`src/rtl/rs_pkg.sv`:
```
// Shared state encoding and counter widths for the RS drive controller.
// Imported by rs_drive_ctrl; no logic of its own.
package rs_pkg;

  localparam int DBNC_W  = 8;
  localparam int PULSE_W = 4;

  typedef enum logic [1:0] {
    IDLE     = 2'd0,
    QUAL     = 2'd1,
    PULSE    = 2'd2,
    WAIT_REL = 2'd3
  } rs_state_e;

endpackage

```
`src/rtl/rs_sync2.sv`:
```
// Two-flop synchronizer bringing one asynchronous level into the clk domain.
// Latency 2 cycles; no backpressure.
module rs_sync2 (
  input  logic clk,
  input  logic rst_n,
  input  logic d,
  output logic q
);

  logic meta_q;
  logic sync_q;

  always_ff @(posedge clk or negedge rst_n) begin
    if (!rst_n) begin
      meta_q <= 1'b0;
      sync_q <= 1'b0;
    end else begin
      meta_q <= d;
      sync_q <= meta_q;
    end
  end

  assign q = sync_q;

endmodule

```
`src/rtl/rs_drive_ctrl.sv`:
```
// Debounces async set/clear requests and drives one PULSE_LEN-cycle s or r pulse per press.
// s/r first high DEBOUNCE+3 edges after the request is sampled; RS_DRV_CONFLICT_CNT_EN adds conflict_cnt.
module rs_drive_ctrl
  import rs_pkg::*;
#(
  parameter int DEBOUNCE  = 4,
  parameter int PULSE_LEN = 2
) (
  input  logic clk,
  input  logic rst_n,
  input  logic set_req,
  input  logic clr_req,
  output logic s,
  output logic r,
  output logic busy,
  output logic conflict
`ifdef RS_DRV_CONFLICT_CNT_EN
  ,
  output logic [7:0] conflict_cnt
`endif
);

  localparam logic [DBNC_W-1:0]  DBNC_MAX  = DBNC_W'(DEBOUNCE);
  localparam logic [DBNC_W-1:0]  DBNC_ONE  = DBNC_W'(1);
  localparam logic [PULSE_W-1:0] PULSE_MAX = PULSE_W'(PULSE_LEN);
  localparam logic [PULSE_W-1:0] PULSE_ONE = PULSE_W'(1);

  logic       set_s;
  logic       clr_s;
  logic [1:0] req_pat;

  rs_sync2 u_sync_set (.clk(clk), .rst_n(rst_n), .d(set_req), .q(set_s));
  rs_sync2 u_sync_clr (.clk(clk), .rst_n(rst_n), .d(clr_req), .q(clr_s));

  // bit 1 = set, bit 0 = clear
  assign req_pat = {set_s, clr_s};

  rs_state_e          state_q, state_d;
  logic [DBNC_W-1:0]  dcnt_q, dcnt_d;
  logic [PULSE_W-1:0] pcnt_q, pcnt_d;
  logic [1:0]         pat_q, pat_d;
  logic               s_q, s_d;
  logic               r_q, r_d;
  logic               conflict_q, conflict_d;

  always_comb begin
    state_d    = state_q;
    dcnt_d     = dcnt_q;
    pcnt_d     = pcnt_q;
    pat_d      = pat_q;
    s_d        = s_q;
    r_d        = r_q;
    conflict_d = 1'b0;
    case (state_q)
      IDLE: begin
        if (req_pat != 2'b00) begin
          state_d = QUAL;
          dcnt_d  = DBNC_ONE;
          pat_d   = req_pat;
        end
      end
      QUAL: begin
        if ((pat_q & ~req_pat) != 2'b00) begin
          state_d = IDLE;
          dcnt_d  = '0;
          pat_d   = 2'b00;
        end else if (req_pat != pat_q) begin
          // second request joined: qualify the combined pattern from scratch
          dcnt_d = DBNC_ONE;
          pat_d  = req_pat;
        end else if (dcnt_q == DBNC_MAX) begin
          dcnt_d = '0;
          if (pat_q == 2'b11) begin
            conflict_d = 1'b1;
            state_d    = WAIT_REL;
          end else begin
            state_d = PULSE;
            s_d     = pat_q[1];
            r_d     = pat_q[0];
            pcnt_d  = PULSE_ONE;
          end
        end else begin
          dcnt_d = dcnt_q + DBNC_ONE;
        end
      end
      PULSE: begin
        if (pcnt_q == PULSE_MAX) begin
          state_d = WAIT_REL;
          s_d     = 1'b0;
          r_d     = 1'b0;
          pcnt_d  = '0;
        end else begin
          pcnt_d = pcnt_q + PULSE_ONE;
        end
      end
      WAIT_REL: begin
        if (req_pat == 2'b00) begin
          state_d = IDLE;
          pat_d   = 2'b00;
        end
      end
    endcase
  end

  always_ff @(posedge clk or negedge rst_n) begin
    if (!rst_n) begin
      state_q    <= IDLE;
      dcnt_q     <= '0;
      pcnt_q     <= '0;
      pat_q      <= 2'b00;
      s_q        <= 1'b0;
      r_q        <= 1'b0;
      conflict_q <= 1'b0;
    end else begin
      state_q    <= state_d;
      dcnt_q     <= dcnt_d;
      pcnt_q     <= pcnt_d;
      pat_q      <= pat_d;
      s_q        <= s_d;
      r_q        <= r_d;
      conflict_q <= conflict_d;
    end
  end

  assign s        = s_q;
  assign r        = r_q;
  assign busy     = (state_q != IDLE);
  assign conflict = conflict_q;

`ifdef RS_DRV_CONFLICT_CNT_EN
  logic [7:0] conflict_cnt_q, conflict_cnt_d;

  always_comb begin
    conflict_cnt_d = conflict_cnt_q;
    if (conflict_q && (conflict_cnt_q != 8'hFF)) begin
      conflict_cnt_d = conflict_cnt_q + 8'd1;
    end
  end

  always_ff @(posedge clk or negedge rst_n) begin
    if (!rst_n) begin
      conflict_cnt_q <= 8'd0;
    end else begin
      conflict_cnt_q <= conflict_cnt_d;
    end
  end

  assign conflict_cnt = conflict_cnt_q;
`endif

endmodule

```
`config.mk`:
```
export PLATFORM = sky130hd
export DESIGN_NAME = rs_drive_ctrl
export DESIGN_NICKNAME = d
export VERILOG_FILES = /design/src/rtl/rs_pkg.sv /design/src/rtl/rs_sync2.sv /design/src/rtl/rs_drive_ctrl.sv
export SDC_FILE = /design/constraint.sdc
export NUM_CORES = 1
export LEC_CHECK = 0
export BUFFER_PORTS_ARGS = -buffer_cell sky130_fd_sc_hd__buf_2
export CORE_ASPECT_RATIO = 1.4
export CORE_MARGIN = 8
export CORE_UTILIZATION = 60
export DETAILED_ROUTE_END_ITERATION = 8
export PLACE_DENSITY = 0.79
export RECOVER_POWER = 50
export SLEW_MARGIN = 0
export SYNTH_ARGS = -nofsm -noshare
export SYNTH_HDL_FRONTEND = slang
export SYNTH_HIERARCHICAL = 1
export SYNTH_SLANG_ARGS = --single-unit
export TNS_END_PERCENT = 5
```
`constraint.sdc`:
```
create_clock -name clk -period 5.85 [get_ports clk]
set_clock_uncertainty 0.2 [all_clocks]
set_input_delay 0.585 -clock clk [delete_from_list [all_inputs] [get_ports clk]]
set_output_delay 0.585 -clock clk [all_outputs]
set_load 0.01 [all_outputs]
```
# Word level (Yosys, flattened, before mapping)
# Index checks and enable logic that the tools add are counted.
# totals
reg_bits,23
in_bits,4
out_inout_bits,4
wordCells,84
# classes
n_addsub,2
eq_ne,17
n_mux,39
bitwise_logic,2
reduce_logical,13
# op_table
operator,count
$mux W8,4
$mux W4,5
$mux W2,9
$pmux W8 S2,1
$mux W1,15
$ne A2 B2 Y1 const B,7
$reduce_and A5 Y1,2
$reduce_bool A2 Y1,5
$ne A3 B3 Y1 const B,3
$add A8 B1 Y8 const B,1
$eq A8 B3 Y1 const B,1
$pmux W2 S4,1
$pmux W4 S2,1
$eq A2 B2 Y1 const B,3
$pmux W2 S3,1
$reduce_and A6 Y1,1
$add A4 B1 Y4 const B,1
$eq A4 B2 Y1 const B,1
$logic_not A2 Y1,2
$pmux W1 S2,2
$reduce_and A4 Y1,1
$reduce_bool A3 Y1,1
$and A2 B2 Y2,1
$eq A2 B1 Y1 const B,1
3 further kinds,3

# Logic depth before layout (Yosys ltp)
# logic_depth
depth_word,6
mapped_depth,7
ltp_nobuf,7

# Hierarchy
# Netlist, hierarchy kept.
# modules_own_cells
module,instances,cells_per_inst,area_per_inst_um2,seq_area_each_um2
rs_drive_ctrl,1,123,1196.1,475.5
rs_sync2,2,2,50.0,50.0

# Worst setup path after synthesis
# OpenSTA, ideal clock, no wires.
# synth_path
path_kind,flip-flop to flip-flop
start,register (tool-made name)
end,register pcnt_q[1]
setup_ns,0.125
t_arrival_ns,1.699
required_ns,5.525
slack_ns,3.826
path_stages_with_launch,7
n_path_buf,0
period_less_slack_ns,2.024
cell_sequence,dfrtp_1 inv_1 ha_1 nor3b_4 nand3_1 o22ai_2 mux2_2
# synth_rtl
item,line,text
to (signal assigned),rs_drive_ctrl.sv:117,pcnt_q <= pcnt_d;
to (decl),rs_drive_ctrl.sv:40,"logic [PULSE_W-1:0] pcnt_q, pcnt_d;"

==> flow_summary.yaml <==
finish:
  antenna_cells: 0
  multi_input_area_um2: 668
  fin_util: 0.658
  fillers: 180
  synthToLayoutAreaGrowth_pct: 6.76
  regArea_um2: 576
  final_cell_mix: "23 x dfrtp_1, 14 x inv_1, 14 x nor2_1"
  final_nets: 153
  drive_above_1_share: 0.123
  layout_commonest_cell: "dfrtp_1"
synthesis:
  synth_cells: 127
  yosys.area_share.xor_xnor: 0.0405
  ys.flop_type: "dfrtp_1"
  synthSimpleGateAreaFrac: 0.196
  yosysWarnings: 6
  synthMuxAreaShare: 0.0473
  ys_seq_elements: 23
  ys_seq_area_frac: 0.444
  synthDominantCellAreaShare: 0.444
  syn_area_um2: 1300
  synth_top_area_cell: "dfrtp_1"
  synthTopCellsByArea: "dfrtp_1 44%, ha_1 9.7%, inv_1 4.1%"
  synth_top_family_by_area: "simple AND/OR/NAND/NOR gates"
  synth_compound_area_frac: 0.135
  syn_area_per_cell_um2: 10.2
  syn_nets: 141
  synthArstFlopShare: 1.00
  synth_edf_count: 0
  synth_adder_area_share: 0.0965
  ys_types: 35
timing:
  setup_viol: 0
  worst_slew_pin_slew_ps: 1200
  fmax_mhz: 445
  layout_min_cycle_time_ps: 2250
  setup-tns-final_ps: 0
  hold_violations: 0
  max_slew_margin: 0.201
  min_period_over_period: 0.384
  report.final.slew_viol_count: 0
  grt_setup_unrepaired: "false"
critical_path:
  path_cells: "inv_1 > ha_1 > nor3b_4 > nand3_1 > o22ai_2 > mux2_2"
  path_class: "reg2reg"
  required_ps: 5860
  cpMaxStageDelayCell: "dfrtp_1"
  arrival_ps: 2260
  end_kind: "register"
  path_max_fanout: 8
  critPathLaunchType: "register"
  rr_worst_depth: 6
  slowest_delay_ps: 420
place:
  io_buffer_count: 7
  gp_congestion: 0.927
  dpl.hpwl_um: 2030
drt:
  route.detailed.drc: 0
  wl_per_cell_um: 16.2
  drtIter0Drc: 17
  routed_wl_um: 2600
  via_per_inst: 5.86
  vias: 937
  wl_met3_um: 51
  drt-met1-wl_um: 924
  routed.top_layer: "met4"
  drt_pass1_iterations: 4
  wl_met2_um: 1560
  ant_nets: 0
clocking:
  cts.sinks: 23
  clockBufferDepth: 2
  root_buffer: "clkbuf_4"
  htree_num_levels: 1
  cts-buffers-inserted: 3
  post_cts_resize_count: 0
  hold_buffers: 0
  clk_pin_slew_ps: 120
  cts_setup_buffers: 0
  tritoncts: "yes"
  insertion_delay_ps: 310
global_route:
  antenna_found_initial: 0
  grt_max_degree: 24
  grtUsageTotal: 0.136
  grt_pass1_wl_um: 4400
  grt_pass1_vias: 1046
  overflow: 0
power_and_ir_drop:
  vdd_drop_max_v: 0.000262
  p_per_area_nw_per_um2: 427
  static-leakage-power_nw: 0.623
run:
  cap_violations: 0
floorplanning:
  fp.dieW_um: 55.3
  dieArea_um2: 3920
  initial_core_util: 0.617
  placement_rows: 20
  core_area_um2: 2100
  num_io_pins: 8
  die_y_um: 71.0
min_path:
  min_path_cells: 0
  hp-class: "reg2reg"
status:
  status: "completed"
Yosys cell counts, types with 2 or more instances:
cell type / instances
dfrtp_1: 23
inv_1: 14
nor2_1: 14
nand2_1: 12
ha_1: 10
mux2i_1: 5
xnor2_1: 5
a21oi_1: 4
o21ai_0: 4
nand3_1: 3
a31oi_1: 2
a32o_1: 2
nand4_1: 2
nor3_1: 2
nor3b_4: 2
o211ai_1: 2
o2bb2ai_1: 2
or3_1: 2
cells by family (layout without fill, tap and decap cells):
family / Yosys count / after routing
simple gates: 44 / 44
compound gates: 24 / 24
flops: 23 / 23
buf+inv: 14 / 25
fa+ha+maj: 10 / 10
xor+xnor: 6 / 6
mux: 6 / 6
layout make-up:
| type | count | area share |
|---|---|---|
| well taps | 22 | 0.0199 |
| multi-input cells | 90 | 0.483 |
| inverters | 14 | 0.0380 |
| clock buffers | 4 | 0.0190 |
| flip-flops and latches | 23 | 0.416 |
| repair buffers | 7 | 0.0244 |
routing by layer:
metal  GRT usage  up-vias
met3      0.0250        7
met2       0.283       11
li1            -      465
met5           0        -
met4      0.0742        0
met1       0.111      454
state kept, by name, indices dropped and copies added (netlist names), named ones only:
name,flops
state_q,1
conflict,1
u_sync_set/q,1
pat_q,2
u_sync_set/meta_q,1
u_sync_clr/meta_q,1
u_sync_clr/q,1
s,1
r,1
pcnt_q,4
dcnt_q,8
worst max-delay path, delay by kind of cell, from the launching register on:
kind / cells / cell delay [ps]
buffers and inverters: 1 / 120
AND/OR/NAND/NOR: 2 / 460
multiplexers: 1 / 370
AO/OA/AOI/OAI: 1 / 260
adder cells (fa/ha/maj): 1 / 330
flip-flops: 1 / 420
worst paths after layout:
| check | start | end | slack [ps] |
|---|---|---|---|
| max in group asynchronous | rst_n | async pin | 4460 |
| setup / recovery | register | pcnt_q[1]$_DFFE_PN0P_ | 3600 |
| min in group asynchronous | rst_n | s$_DFFE_PN0P_ | 280 |
| setup reg to reg | register | pcnt_q[1]$_DFFE_PN0P_ | 3600 |
| hold reg to reg | u_sync_set/meta_q$_DFF_PN0_ | u_sync_set/q$_DFF_PN0_ | 170 |
| hold / removal | u_sync_set/meta_q$_DFF_PN0_ | u_sync_set/q$_DFF_PN0_ | 170 |
report_power, final:
group / internal (W) / switching, W
sequential: 0.000192 / 0.0000367
clock: 0.0000267 / 0.0000461
combinational: 0.000115 / 0.000174
per-stage QoR:
step / setup WS [ps] / power (W) / std cells / cell area, µm² / hold slack [ps]
after floorplan: 3830 / 0.000441 / 127 / 1300 / 89.4
after global placement: 3710 / 0.000501 / 156 / 1360 / 135
after detailed placement: 3630 / 0.000519 / 156 / 1360 / 144
after CTS: 3610 / 0.000592 / 160 / 1390 / 28.5
after global routing: 3460 / 0.000632 / 160 / 1380 / 155
final: 3600 / 0.000591 / 160 / 1380 / 166
Note: power is estimated with default switching activity, not from simulation.
